[src/rtl/pw_entry_collector_if.sv]
// Keypad-to-verifier bus: debounced key strobes and door state in, collected entry out.
interface pw_entry_collector_if;
  logic        key_valid;
  logic [3:0]  key_code;
  logic [1:0]  current_state;
  logic [16:0] pwsin;
  logic [2:0]  digit_count;
  logic        entry_err;
  logic        timeout_pulse;

  modport master (
    output key_valid, key_code, current_state,
    input  pwsin, digit_count, entry_err, timeout_pulse
  );

  modport slave (
    input  key_valid, key_code, current_state,
    output pwsin, digit_count, entry_err, timeout_pulse
  );
endinterface

[src/rtl/pw_entry_collector.sv]
// Collects four BCD digits from the keypad into pwsin, with clear/enter keys,
// inactivity timeout and a flush whenever the door-lock state changes.
module pw_entry_collector #(
  parameter int unsigned TIMEOUT_CYCLES = 50_000_000,
  parameter int unsigned CNT_W          = 26
) (
  input logic                 clk,
  input logic                 reset_n,
  pw_entry_collector_if.slave bus
);

  typedef enum logic [1:0] {EMPTY, COLLECT, FULL, DONE} state_e;

  localparam logic [3:0]       KEY_CLEAR = 4'hA;
  localparam logic [3:0]       KEY_ENTER = 4'hB;
  localparam logic [CNT_W-1:0] IDLE_LAST = CNT_W'(TIMEOUT_CYCLES - 1);
  localparam logic [CNT_W-1:0] IDLE_MAX  = {CNT_W{1'b1}};

  state_e            state_q, state_d;
  logic [16:0]       pwsin_q, pwsin_d;
  logic [2:0]        digit_count_q, digit_count_d;
  logic              entry_err_q, entry_err_d;
  logic              timeout_pulse_q, timeout_pulse_d;
  logic [CNT_W-1:0]  idle_q, idle_d;
  logic [1:0]        prev_state_q;

  logic is_digit;
  logic flush;
  logic timed_out;

  always_comb begin
    state_d         = state_q;
    pwsin_d         = pwsin_q;
    digit_count_d   = digit_count_q;
    entry_err_d     = 1'b0;
    timeout_pulse_d = 1'b0;
    idle_d          = idle_q;

    is_digit  = (bus.key_code <= 4'd9);
    flush     = (bus.current_state != prev_state_q);
    timed_out = !bus.key_valid && (state_q != EMPTY) && (idle_q == IDLE_LAST);

    // Priority: state-change flush > clear > timeout > enter/digit
    if (flush) begin
      pwsin_d       = '0;
      digit_count_d = '0;
      state_d       = EMPTY;
    end else if (bus.key_valid && bus.key_code == KEY_CLEAR) begin
      pwsin_d       = '0;
      digit_count_d = '0;
      state_d       = EMPTY;
    end else if (timed_out) begin
      pwsin_d         = '0;
      digit_count_d   = '0;
      state_d         = EMPTY;
      timeout_pulse_d = 1'b1;
    end else if (bus.key_valid) begin
      if (is_digit && (state_q == EMPTY || state_q == COLLECT)) begin
        pwsin_d       = {1'b0, pwsin_q[11:0], bus.key_code};
        digit_count_d = digit_count_q + 3'd1;
        state_d       = (digit_count_q == 3'd3) ? FULL : COLLECT;
      end else if (bus.key_code == KEY_ENTER) begin
        if (state_q == FULL) begin
          pwsin_d[16] = 1'b1;
          state_d     = DONE;
        end else if (state_q == EMPTY || state_q == COLLECT) begin
          pwsin_d       = '0;
          digit_count_d = '0;
          entry_err_d   = 1'b1;
          state_d       = EMPTY;
        end
      end
    end

    // Idle counter only runs while something is held in the buffer
    if (bus.key_valid || state_d == EMPTY) begin
      idle_d = '0;
    end else if (idle_q != IDLE_MAX) begin
      idle_d = idle_q + 1'b1;
    end
  end

  always_ff @(posedge clk or negedge reset_n) begin
    if (!reset_n) begin
      state_q         <= EMPTY;
      pwsin_q         <= '0;
      digit_count_q   <= '0;
      entry_err_q     <= 1'b0;
      timeout_pulse_q <= 1'b0;
      idle_q          <= '0;
      prev_state_q    <= '0;
    end else begin
      state_q         <= state_d;
      pwsin_q         <= pwsin_d;
      digit_count_q   <= digit_count_d;
      entry_err_q     <= entry_err_d;
      timeout_pulse_q <= timeout_pulse_d;
      idle_q          <= idle_d;
      prev_state_q    <= bus.current_state;
    end
  end

  assign bus.pwsin         = pwsin_q;
  assign bus.digit_count   = digit_count_q;
  assign bus.entry_err     = entry_err_q;
  assign bus.timeout_pulse = timeout_pulse_q;

endmodule
[src/flat_wrapper.sv]
// flat-port wrapper written by rule: the top's interface ports become plain ports
module pw_entry_collector_flat 
#(
  parameter int unsigned TIMEOUT_CYCLES = 50_000_000,
  parameter int unsigned CNT_W          = 26
)
  (clk, reset_n, bus_key_valid, bus_key_code, bus_current_state, bus_pwsin, bus_digit_count, bus_entry_err, bus_timeout_pulse);
  pw_entry_collector_if bus_i ();
  input logic clk;
  input logic reset_n;
  input wire logic [$bits(bus_i.key_valid)-1:0] bus_key_valid;
  input wire logic [$bits(bus_i.key_code)-1:0] bus_key_code;
  input wire logic [$bits(bus_i.current_state)-1:0] bus_current_state;
  output wire logic [$bits(bus_i.pwsin)-1:0] bus_pwsin;
  output wire logic [$bits(bus_i.digit_count)-1:0] bus_digit_count;
  output wire logic [$bits(bus_i.entry_err)-1:0] bus_entry_err;
  output wire logic [$bits(bus_i.timeout_pulse)-1:0] bus_timeout_pulse;
  assign bus_i.key_valid = bus_key_valid;
  assign bus_i.key_code = bus_key_code;
  assign bus_i.current_state = bus_current_state;
  assign bus_pwsin = bus_i.pwsin;
  assign bus_digit_count = bus_i.digit_count;
  assign bus_entry_err = bus_i.entry_err;
  assign bus_timeout_pulse = bus_i.timeout_pulse;
  pw_entry_collector #(.TIMEOUT_CYCLES(TIMEOUT_CYCLES), .CNT_W(CNT_W)) u_core (.clk(clk), .reset_n(reset_n), .bus(bus_i));
endmodule
[config.mk]
export PLATFORM = sky130hd
export DESIGN_NAME = pw_entry_collector_flat
export DESIGN_NICKNAME = d
export VERILOG_FILES = /design/src/rtl/pw_entry_collector_if.sv /design/src/rtl/pw_entry_collector.sv /design/src/flat_wrapper.sv
export SDC_FILE = /design/constraint.sdc
export NUM_CORES = 1
export LEC_CHECK = 0
export BUFFER_PORTS_ARGS = -buffer_cell sky130_fd_sc_hd__buf_2
export CORE_MARGIN = 2
export CORE_UTILIZATION = 40
export DETAILED_ROUTE_END_ITERATION = 10
export GPL_TIMING_DRIVEN = 0
export PLACE_DENSITY = 0.62
export RECOVER_POWER = 100
export SLEW_MARGIN = 20
export SYNTH_ARGS = -nofsm -noshare
export SYNTH_HDL_FRONTEND = slang
export SYNTH_SLANG_ARGS = --single-unit
[constraint.sdc]
create_clock -name clk -period 1.8 [get_ports clk]
set_input_delay 0.18 -clock clk [delete_from_list [all_inputs] [get_ports clk]]
set_output_delay 0.18 -clock clk [all_outputs]
set_load 0.01 [all_outputs]
### After elaboration in Yosys (flattened, before gate mapping)

Index checks and enable logic that the tools add are counted.

* equal/unequal tests: 9
* reduce and logical (&&, ||, !) cells: 17
* mux-type cells: 39
* $lt $le $gt $ge: 1
* add/sub/neg operators: 2

Operator list (count)
* 17-bit 2-to-1 mux: 7
* 26-bit 2-to-1 mux: 2
* 26-bit by 1-bit adder with 26-bit output (second input constant): 1
* 26-bit == test (second input constant): 1
* 26-bit inequality test (second input constant): 1
* 3-bit 2-to-1 mux: 8
* 2-bit 2-to-1 mux: 9
* 16-bit 2-to-1 mux: 1
* 1-bit 2-to-1 mux: 12
* 5-bit nonzero test: 2
* 4-bit == test (second input constant): 2
* 6-bit nonzero test: 1
* 5-bit by 1-bit inequality test with 1-bit output (second input constant): 1
* 4-bit less-or-equal comparator (second input constant): 1
* 1-bit logical AND: 4
* 2-bit zero test: 2
* 4-bit AND reduction: 1
* 2-bit nonzero test: 2
* 4-bit nonzero test: 1
* 3-bit by 1-bit adder with 3-bit output (second input constant): 1
* 3-bit by 2-bit == test with 1-bit output (second input constant): 1
* 3-bit AND reduction: 1
* 2-bit by 1-bit == test with 1-bit output (second input constant): 1
* 2-bit == test (second input constant): 1
* 3 further kinds: 4

* word-level logic and storage cells: 76
* register bits: 52
* bits of input ports: 9
* output and inout bits: 22

### Depth between registers and ports, before layout

Gate-level depths: netlist (run 1).

* depth in word-level cells: 13
* depth in mapped cells: 7
* gate-level depth less buffers: 6

### Worst setup path after synthesis (run 1)

Ideal clock, no wire load.

* path kind: reg-to-reg
* from: reg u_core.idle_q[0]
* to: reg u_core.idle_q[23]
* slack: -94 ps
* setup time: 73 ps
* period minus slack after synthesis: 1894 ps
* required time: 1727 ps
* data arrival time: 1821 ps
* buffers on the path: 1
* stages on the path, launching flop included: 8
* cells stage by stage: dfrtp_1 > ha_1 > and3_1 > nand4_1 > buf_6 > nor3_4 > or4_4 > a21oi_2

* longest elaborated chain between the ends: 8
* elaborated cells on any way between the ends: 12
* those cells by class: add/sub (1); eq/ne (2); mux (5); reduce/logical (4)

RTL lines
* start: declaration: line pw_entry_collector.sv:24 `logic [CNT_W-1:0] idle_q, idle_d;`
* start signal: assignment: line pw_entry_collector.sv:98 `idle_q <= idle_d;`
* parallel branches: the longest is 8 deep, another holds 26-bit by 1-bit adder with 26-bit output

Parallel ways; which one is timed is not known. The select of a mux whose other input is x is not followed.
A chain may end at the register's enable or synchronous reset.

### Worst setup path after layout (run 1)

* from: reg u_core.idle_q[0]
* to: reg u_core.idle_q[15]

Same word-level chain as after synthesis.

==> impl_results.md, run 1 <==
- Outcome: finished, violations left
- Failing checks: setup timing
- CTS tree: yes
- Maximum operating frequency: 546 MHz
- Post-synthesis cell area: 2650 sq um
- Fraction of post-synthesis cell area in the top cell type by area: 0.491
- Cell area reported after detailed placement: 2910 sq um
- Mean Syn Cell Area: 10.2 sq um
- Yosys cell types: 53
- Number of filler cells placed in the layout: 554
- Cell depth of the worst hold path: 3
- Switching share of power: 0.230
- Max-slew violation count: 0
- Detailed Route Iter0 Violations: 147
- Synthesized netlist cell count: 259
- RSZ-0062 raised after global routing: yes
- Power per Cell Area: 621 nW/um^2
- Hold path endpoint: u_core.bus.entry_err
- Die Span Y: 85.4 um
- Worst slew margin relative to its limit: 0.147
- Inserted Clock Buffers: 5
- Area growth from synthesis to layout: 32.7%
- H-tree lvl count: 2
- Met3 wire length: 377 um
- Hold violation count in the final report: 0
- Switching power total: 501 uW
- Internal power: 1680 uW
- Net Count, Synth: 271
- Worst Setup Start Kind: flop
- Leading post-synthesis cells by instance count: dfrtp_1 (52), nor2_1 (45), a22oi_1 (17)
- Die ar.: 7290 sq um
- Initial Utilization: 0.415
- Critical path data required time: 2.04 ns
- Ys async rst share: 1.00
- Worst setup slack after layout: -0.0307 ns
- Worst-path cell chain: ha_4 > and3_4 > nand4_1 > buf_6 > nor3_4 > or4_1 > a21oi_2
- Largest stage delay on the critical path: 0.51 ns
- Reported leakage power: 0.00139 uW
- Non-Filler Cell Area, Final: 3520 sq um
- Sequential power share: 0.544
- Clock latency reported for the late side of the worst-skew pair: 0.31 ns
- Clock network fraction of total power: 0.390
- Ant diodes: 0
- Worst flop-to-flop path startpoint: u_core.idle_q[0]
- Antenna Violating Nets Remaining: 0
- Part of the power in combinational logic: 0.066
- Sequential fraction of the synthesis area: 0.491
- Count of pins on the block boundary: 31
- Via count: 2,355
- Number of synthesized register bits: 52
- Cell with the most instances after synthesis: dfrtp_1
- Worst-case clock skew: 0.00895 ns
- Final HPWL DP: 4.14 mm
- Slew @ Worst Pin: 1.28 ns
- Classification of the worst-slack hold path: in2reg
- Crit path max-delay cell type: or4_1
- Die X: 85.4 um
- Critical Path Sink Type: flop
- Fraction of the cycle the final worst path needs: 1.02
- Area of the multi-input gates: 1450 sq um
- Post-route setup TNS: -0.0367 ns
- Drt wl/cell: 16.8 um
- Hold Slack: 0.153 ns
- All-layer global routing usage: 0.186
- Clock buffer depth: 2
- Length of the first detailed-routing pass in iterations: 4
- Critical register-to-register path endpoint: u_core.idle_q[15]
- Maximum number of pins on one net before global-route repair: 53
- Setup slack, reg-to-reg: -0.03 ns
- DRC violation count after routing: 0
- Largest area contributor in the netlist: dfrtp_1
- Max-Cap Viols: 0
- Number of buffers inserted by port buffering: 30
- Total power: 2180 uW
- Total Wirelength: 6.89 mm
- Grt total ovfl: 0
- Maximum VDD drop: 0.398 mV
- Cell row count: 29
- Finish-stage setup viols: 2
- Final nets: 344
- Area occupied by registers: 1310 sq um
- Global-route wire length before repair: 10.8 mm
- Via-to-Cell Ratio: 5.74
- Arrival time reported for the critical path endpoint: 2.07 ns
- Dominant register cell in the synthesized netlist: dfrtp_1
- Met1 Routed Length: 2.92 mm
- Root Buffer Master: clkbuf_8
- Number of global-route vias before repair: 2,211
- Ranking of synthesized cells by area: dfrtp_1 (49%), nor2_1 (6.4%), a22oi_1 (4.8%), xnor2_1 (3.0%), a21oi_1 (2.5%)
- Shortest clock period the worst path allows after layout: 1.83 ns
- Number of antenna violations at the first check in global routing: 0
- Hold Crit Start: bus_key_code[0]
- Critical path fanouts, max: 7
- Clock-pin slew on the worst setup and hold paths: 0.10 ns
- Clock sink count: 52
- Kind of critical path: reg2reg
- Highest signal layer in the routed design: met4
- Yosys warning total: 0
- Final weighted congestion in routability-driven placement: 0.841
- Number of flops mapped to enable cells by yosys: 0
- Number of cell instances on the worst register-to-register path: 7
- Core Area: 6390 sq um
- Proportion of layout cells with a drive suffix above 1: 0.324
- Met2 WL post-DR: 3.44 mm
worst max path at each step:
stage                          start                 to  slack (ns)  depth (start not counted)
floorplan           u_core.idle_q[1]  u_core.idle_q[23]       0.001                          7
global placement    u_core.idle_q[0]   u_core.idle_q[8]       -0.48                          7
detailed placement  u_core.idle_q[0]   u_core.idle_q[3]       -0.49                          7
CTS                 u_core.idle_q[0]  u_core.idle_q[10]       0.003                          8
global route        u_core.idle_q[0]  u_core.idle_q[15]       -0.12                          7
finish              u_core.idle_q[0]  u_core.idle_q[15]       -0.03                          7
kinds of logic (layout without fill, tap and decap cells):
logic type,after synthesis,in the layout,synth area share
DFF,52,52,0.491
AOI/OAI and AO/OA,58,58,0.155
xor gates and xnor gates,15,15,0.0496
muxes,2,2,0.00755
buffers and inverters,15,89,0.0326
adders and majority gates,3,3,0.0142
and+or+nand+nor,114,114,0.250
power groups by stage:
stage	Clock, uW	Sequential, uW	Combinational (uW)
floorplan	0	1210	65.5
global placement	0	1210	133
detailed placement	0	1210	133
CTS	865	1190	142
global route	935	1190	163
finish	851	1190	145
through the flow:
step | utilization | setup WS (ns) | cells
2_1_floorplan | - | 0.00116 | 259
3_3_place_gp | 0.455 | -0.480 | 366
3_5_place_dp | 0.455 | -0.493 | 366
4_1_cts | 0.514 | 0.00268 | 398
5_1_grt | 0.551 | -0.124 | 410
6_report | 0.551 | -0.0307 | 410
sequential cells by signal (all words and copies together) (netlist names):
signal and flops:
u_core.bus.digit_count 3, u_core.bus.entry_err 1, u_core.state_q 2, u_core.bus.pwsin 17, u_core.idle_q 26, u_core.bus.timeout_pulse 1
u_core.prev_state_q 2
cells in the final DEF (no fill, tap or decap), types with 7 or more instances in the layout:
cell      count
buf_2         7
clkbuf_1     26
a22oi_1      17
dfrtp_1      42
buf_4        34
nand2_1      13
xnor2_1       9
nor2_1       40
a21oi_1       7
dfrtp_2      10
worst max-delay path, delay by kind of cell, from the launching register on:
| family | cells | cell delay, ns |
|---|---|---|
| AOI/OAI and AO/OA | 1 | 0.16 |
| adders and majority gates | 1 | 0.18 |
| buffers and inverters | 1 | 0.14 |
| DFF | 1 | 0.42 |
| and+or+nand+nor | 4 | 0.86 |
cell type report:
type	count	area share
sequential	52	0.374
timing repair buffer	69	0.128
clock inverter	2	0.0110
buffer	9	0.0203
clock buffer	6	0.0235
tap	77	0.0274
inverter	3	0.00320
multi-input combinational	192	0.413
routing by layer:
| metal | up-vias | GRT usage |
|---|---|---|
| met5 | - | 0 |
| li1 | 1104 | - |
| met1 | 1153 | 0.251 |
| met4 | 0 | 0.0592 |
| met3 | 16 | 0.0302 |
| met2 | 82 | 0.308 |
what timing repair did:
action / in CTS / in global routing
endpoints found under the setup margin: 46 / 46
setup buffers: 22 / 13
gates cloned: 0 / 1
pin swaps: 8 / 12
hold buffers: 3 / 0
gates resized for setup: 17 / 37
hold endpoints to repair: 54 / 0
No activity file was read; power rests on OpenSTA's default activity.
==> inputs of run 2 (changes only) <==
==> constraint.sdc (replaced) <==
create_clock -name clk -period 1.8 [get_ports clk]
set_input_delay 0.27 -clock clk [delete_from_list [all_inputs] [get_ports clk]]
set_output_delay 0.27 -clock clk [all_outputs]
set_load 0.01 [all_outputs]
==> run 2 against run 1 <==
Net effect:
- the run still ends with setup timing left
- sequential share of layout area grew 0.48 points
- largest cell class unchanged
- final cell count down 0.73%
- register-to-register slack about the same
- combinational power fell by 6%
- critical path depth did not move
- design area decreased by 1.3%
- die area stayed put
- worst setup slack better by 0.0024 ns
- total power fell by 0.41%
- non-clock buffer count decreased by 3
- critical endpoint unchanged
- largest power group unchanged
- clock skew about the same
- clock power about the same
==> impl_results.md, run 2 (synthesis gave the netlist of run 1 again) <==
- Outcome: finished, violations left (unchanged)
- Failing checks: setup timing (unchanged)
- Via-to-Cell Ratio: 5.72 (was 5.74)
- Finish-stage setup viols: 2 (unchanged)
- Proportion of layout cells with a drive suffix above 1: 0.318 (was 0.324)
- Reported leakage power: 0.00137 uW (was 0.00139 uW)
- Worst-case clock skew: 0.00906 ns (was 0.00895 ns)
- Clock latency reported for the late side of the worst-skew pair: 0.31 ns (about the same)
- Largest stage delay on the critical path: 0.51 ns (about the same)
- Hold path endpoint: u_core.prev_state_q[0] (was u_core.bus.entry_err)
- Most common library cell in the layout ignoring fill and taps: dfrtp_1 (unchanged)
- Total power: 2170 uW (was 2180 uW)
- Critical path fanouts, max: 7 (unchanged)
- Global-route wire length before repair: 10.8 mm (about the same)
- Final HPWL DP: 4.14 mm (unchanged)
- Area of the multi-input gates: 1440 sq um (was 1450 sq um)
- Worst-path cell chain: ha_4 > and3_4 > nand4_1 > buf_6 > nor3_4 > or4_1 > a21oi_2 (unchanged)
- Area occupied by registers: 1310 sq um (unchanged)
- Detailed Route Iter0 Violations: 136 (was 147)
- Total Wirelength: 6.87 mm (was 6.89 mm)
- Number of filler cells placed in the layout: 559 (was 554)
- Hold violation count in the final report: 0 (unchanged)
- Length of the first detailed-routing pass in iterations: 4 (unchanged)
- Power per Cell Area: 626 nW/um^2 (was 621 nW/um^2)
- Shortest clock period the worst path allows after layout: 1.83 ns (about the same)
- Maximum operating frequency: 547 MHz (was 546 MHz)
- Cell row count: 29 (unchanged)
- Area growth from synthesis to layout: 31.0% (was 32.7%)
- Worst Setup Start Kind: flop (unchanged)
- Drt wl/cell: 16.9 um (was 16.8 um)
- Clock-pin slew on the worst setup and hold paths: 0.10 ns (about the same)
- Max-slew violation count: 0 (unchanged)
- Cell depth of the worst hold path: 1 (was 3)
- Slew @ Worst Pin: 1.29 ns (was 1.28 ns)
- Final core occ: 0.543 (was 0.551)
- Final nets: 341 (was 344)
- Critical path data required time: 2.04 ns (about the same)
- Number of cell instances on the worst register-to-register path: 7 (unchanged)
- Worst slew margin relative to its limit: 0.143 (was 0.147)
- Via count: 2,328 (was 2,355)
- CTS Hold Buffers Added: 0 (was 3)
- Final weighted congestion in routability-driven placement: 0.841 (unchanged)
- Die X: 85.4 um (unchanged)
- Die Span Y: 85.4 um (unchanged)
- Setup slack, reg-to-reg: -0.03 ns (about the same)
- Clock buffer depth: 2 (unchanged)
- Clock sink count: 52 (unchanged)
- Die ar.: 7290 sq um (unchanged)
- Largest register by flop count: u_core.idle_q (unchanged)
- Worst flop-to-flop path startpoint: u_core.idle_q[0] (unchanged)
- Classification of the worst-slack hold path: in2reg (unchanged)
- H-tree lvl count: 2 (unchanged)
- Grt total ovfl: 0 (unchanged)
- DRC violation count after routing: 0 (unchanged)
- Number of buffers inserted by port buffering: 30 (unchanged)
- CTS tree: yes (unchanged)
- Commonest cells after routing, fill and taps aside: dfrtp_1 (42), nor2_1 (41), buf_4 (34) (was dfrtp_1 (42), nor2_1 (40), buf_4 (34))
- Core Area: 6390 sq um (unchanged)
- All-layer global routing usage: 0.186 (about the same)
- Maximum number of pins on one net before global-route repair: 53 (unchanged)
- Fraction of the cycle the final worst path needs: 1.02 (about the same)
- Maximum VDD drop: 0.399 mV (was 0.398 mV)
- Initial Utilization: 0.415 (unchanged)
- Critical path buffers and inverters: 1 (unchanged)
- Arrival time reported for the critical path endpoint: 2.07 ns (about the same)
- Number of antenna violations at the first check in global routing: 0 (unchanged)
- Count of pins on the block boundary: 31 (unchanged)
- Worst setup slack after layout: -0.0283 ns (was -0.0307 ns)
- Root Buffer Master: clkbuf_8 (unchanged)
- Hold Crit Start: bus_current_state[0] (was bus_key_code[0])
- Number of flip-flops under the largest register name: 26 (unchanged)
- Ant diodes: 0 (unchanged)
- Critical register-to-register path endpoint: u_core.idle_q[15] (unchanged)
- Cell family with most CP delay: simple AND/OR/NAND/NOR gates (unchanged)
- Critical Path Sink Type: flop (unchanged)
- Post-route setup TNS: -0.0300 ns (was -0.0367 ns)
- Max-Cap Viols: 0 (unchanged)
- Inserted Clock Buffers: 5 (unchanged)
- Number of global-route vias before repair: 2,201 (was 2,211)
- Antenna Violating Nets Remaining: 0 (unchanged)
- Kind of critical path: reg2reg (unchanged)
- RSZ-0062 raised after global routing: yes (unchanged)
- Crit path max-delay cell type: or4_1 (unchanged)
==> run 2: worst register-to-register path: cells and delay by family, from the launching register on <==
family | cells | cell delay, ns
adders and majority gates | 1 | 0.18
DFF | 1 | 0.42
buffers and inverters | 1 | 0.14
and+or+nand+nor | 4 | 0.87
AOI/OAI and AO/OA | 1 | 0.16
==> run 2: per-layer routing <==
metal | wire, um | part of all wire | up-vias | GRT usage
met5 | 0 | 0 | - | 0
met4 | 93 | 0.014 | 0 | 0.0592
met3 | 305 | 0.044 | 11 | 0.0302
met2 | 3460 | 0.50 | 65 | 0.306
met1 | 3010 | 0.44 | 1151 | 0.251
li1 | - | - | 1101 | -
==> run 2: what timing repair did <==
item	4_1_cts	5_1_grt
buffers inserted	22	13
pin swaps	8	12
setup endpoints to repair	46	46
resized for setup	17	34
cloned	0	1
==> run 2: how the worst max path moves through the flow <==
stage / start / to / slack, ns / cells past startpoint
final: u_core.idle_q[0] / u_core.idle_q[15] / -0.03 / 7
after global routing: u_core.idle_q[0] / u_core.idle_q[15] / -0.12 / 7
after CTS: u_core.idle_q[0] / u_core.idle_q[10] / 0.003 / 8
after detailed placement: u_core.idle_q[0] / u_core.idle_q[3] / -0.49 / 7
after global placement: u_core.idle_q[0] / u_core.idle_q[8] / -0.48 / 7
after floorplan: u_core.idle_q[1] / u_core.idle_q[23] / 0.001 / 7
==> run 2: cell type report <==
cell class                 count  area share
buffer                         9      0.0205
clock inverter                 2      0.0112
inverter                       3     0.00324
sequential                    52       0.379
multi-input combinational    192       0.414
tap                           77      0.0278
timing repair buffer          66       0.121
clock buffer                   6      0.0238
==> run 2: stage by stage <==
stage	cells	hold slack, ns	worst slack, ns	area [sq um]
after CTS	395	0.00868	0.00268	3250
final	407	0.0899	-0.0283	3470
after detailed placement	366	0.347	-0.493	2910
after floorplan	259	-0.0256	0.00116	2660
after global routing	407	0.0857	-0.125	3470
after global placement	366	0.405	-0.480	2900
==> run 2: where the power goes <==
group	leakage, uW	switching, uW	internal [uW]
Combinational	0.000610	94.2	42.0
Clock	0.0000614	395	455
Sequential	0.000703	8.53	1180
Total	0.00137	498	1680
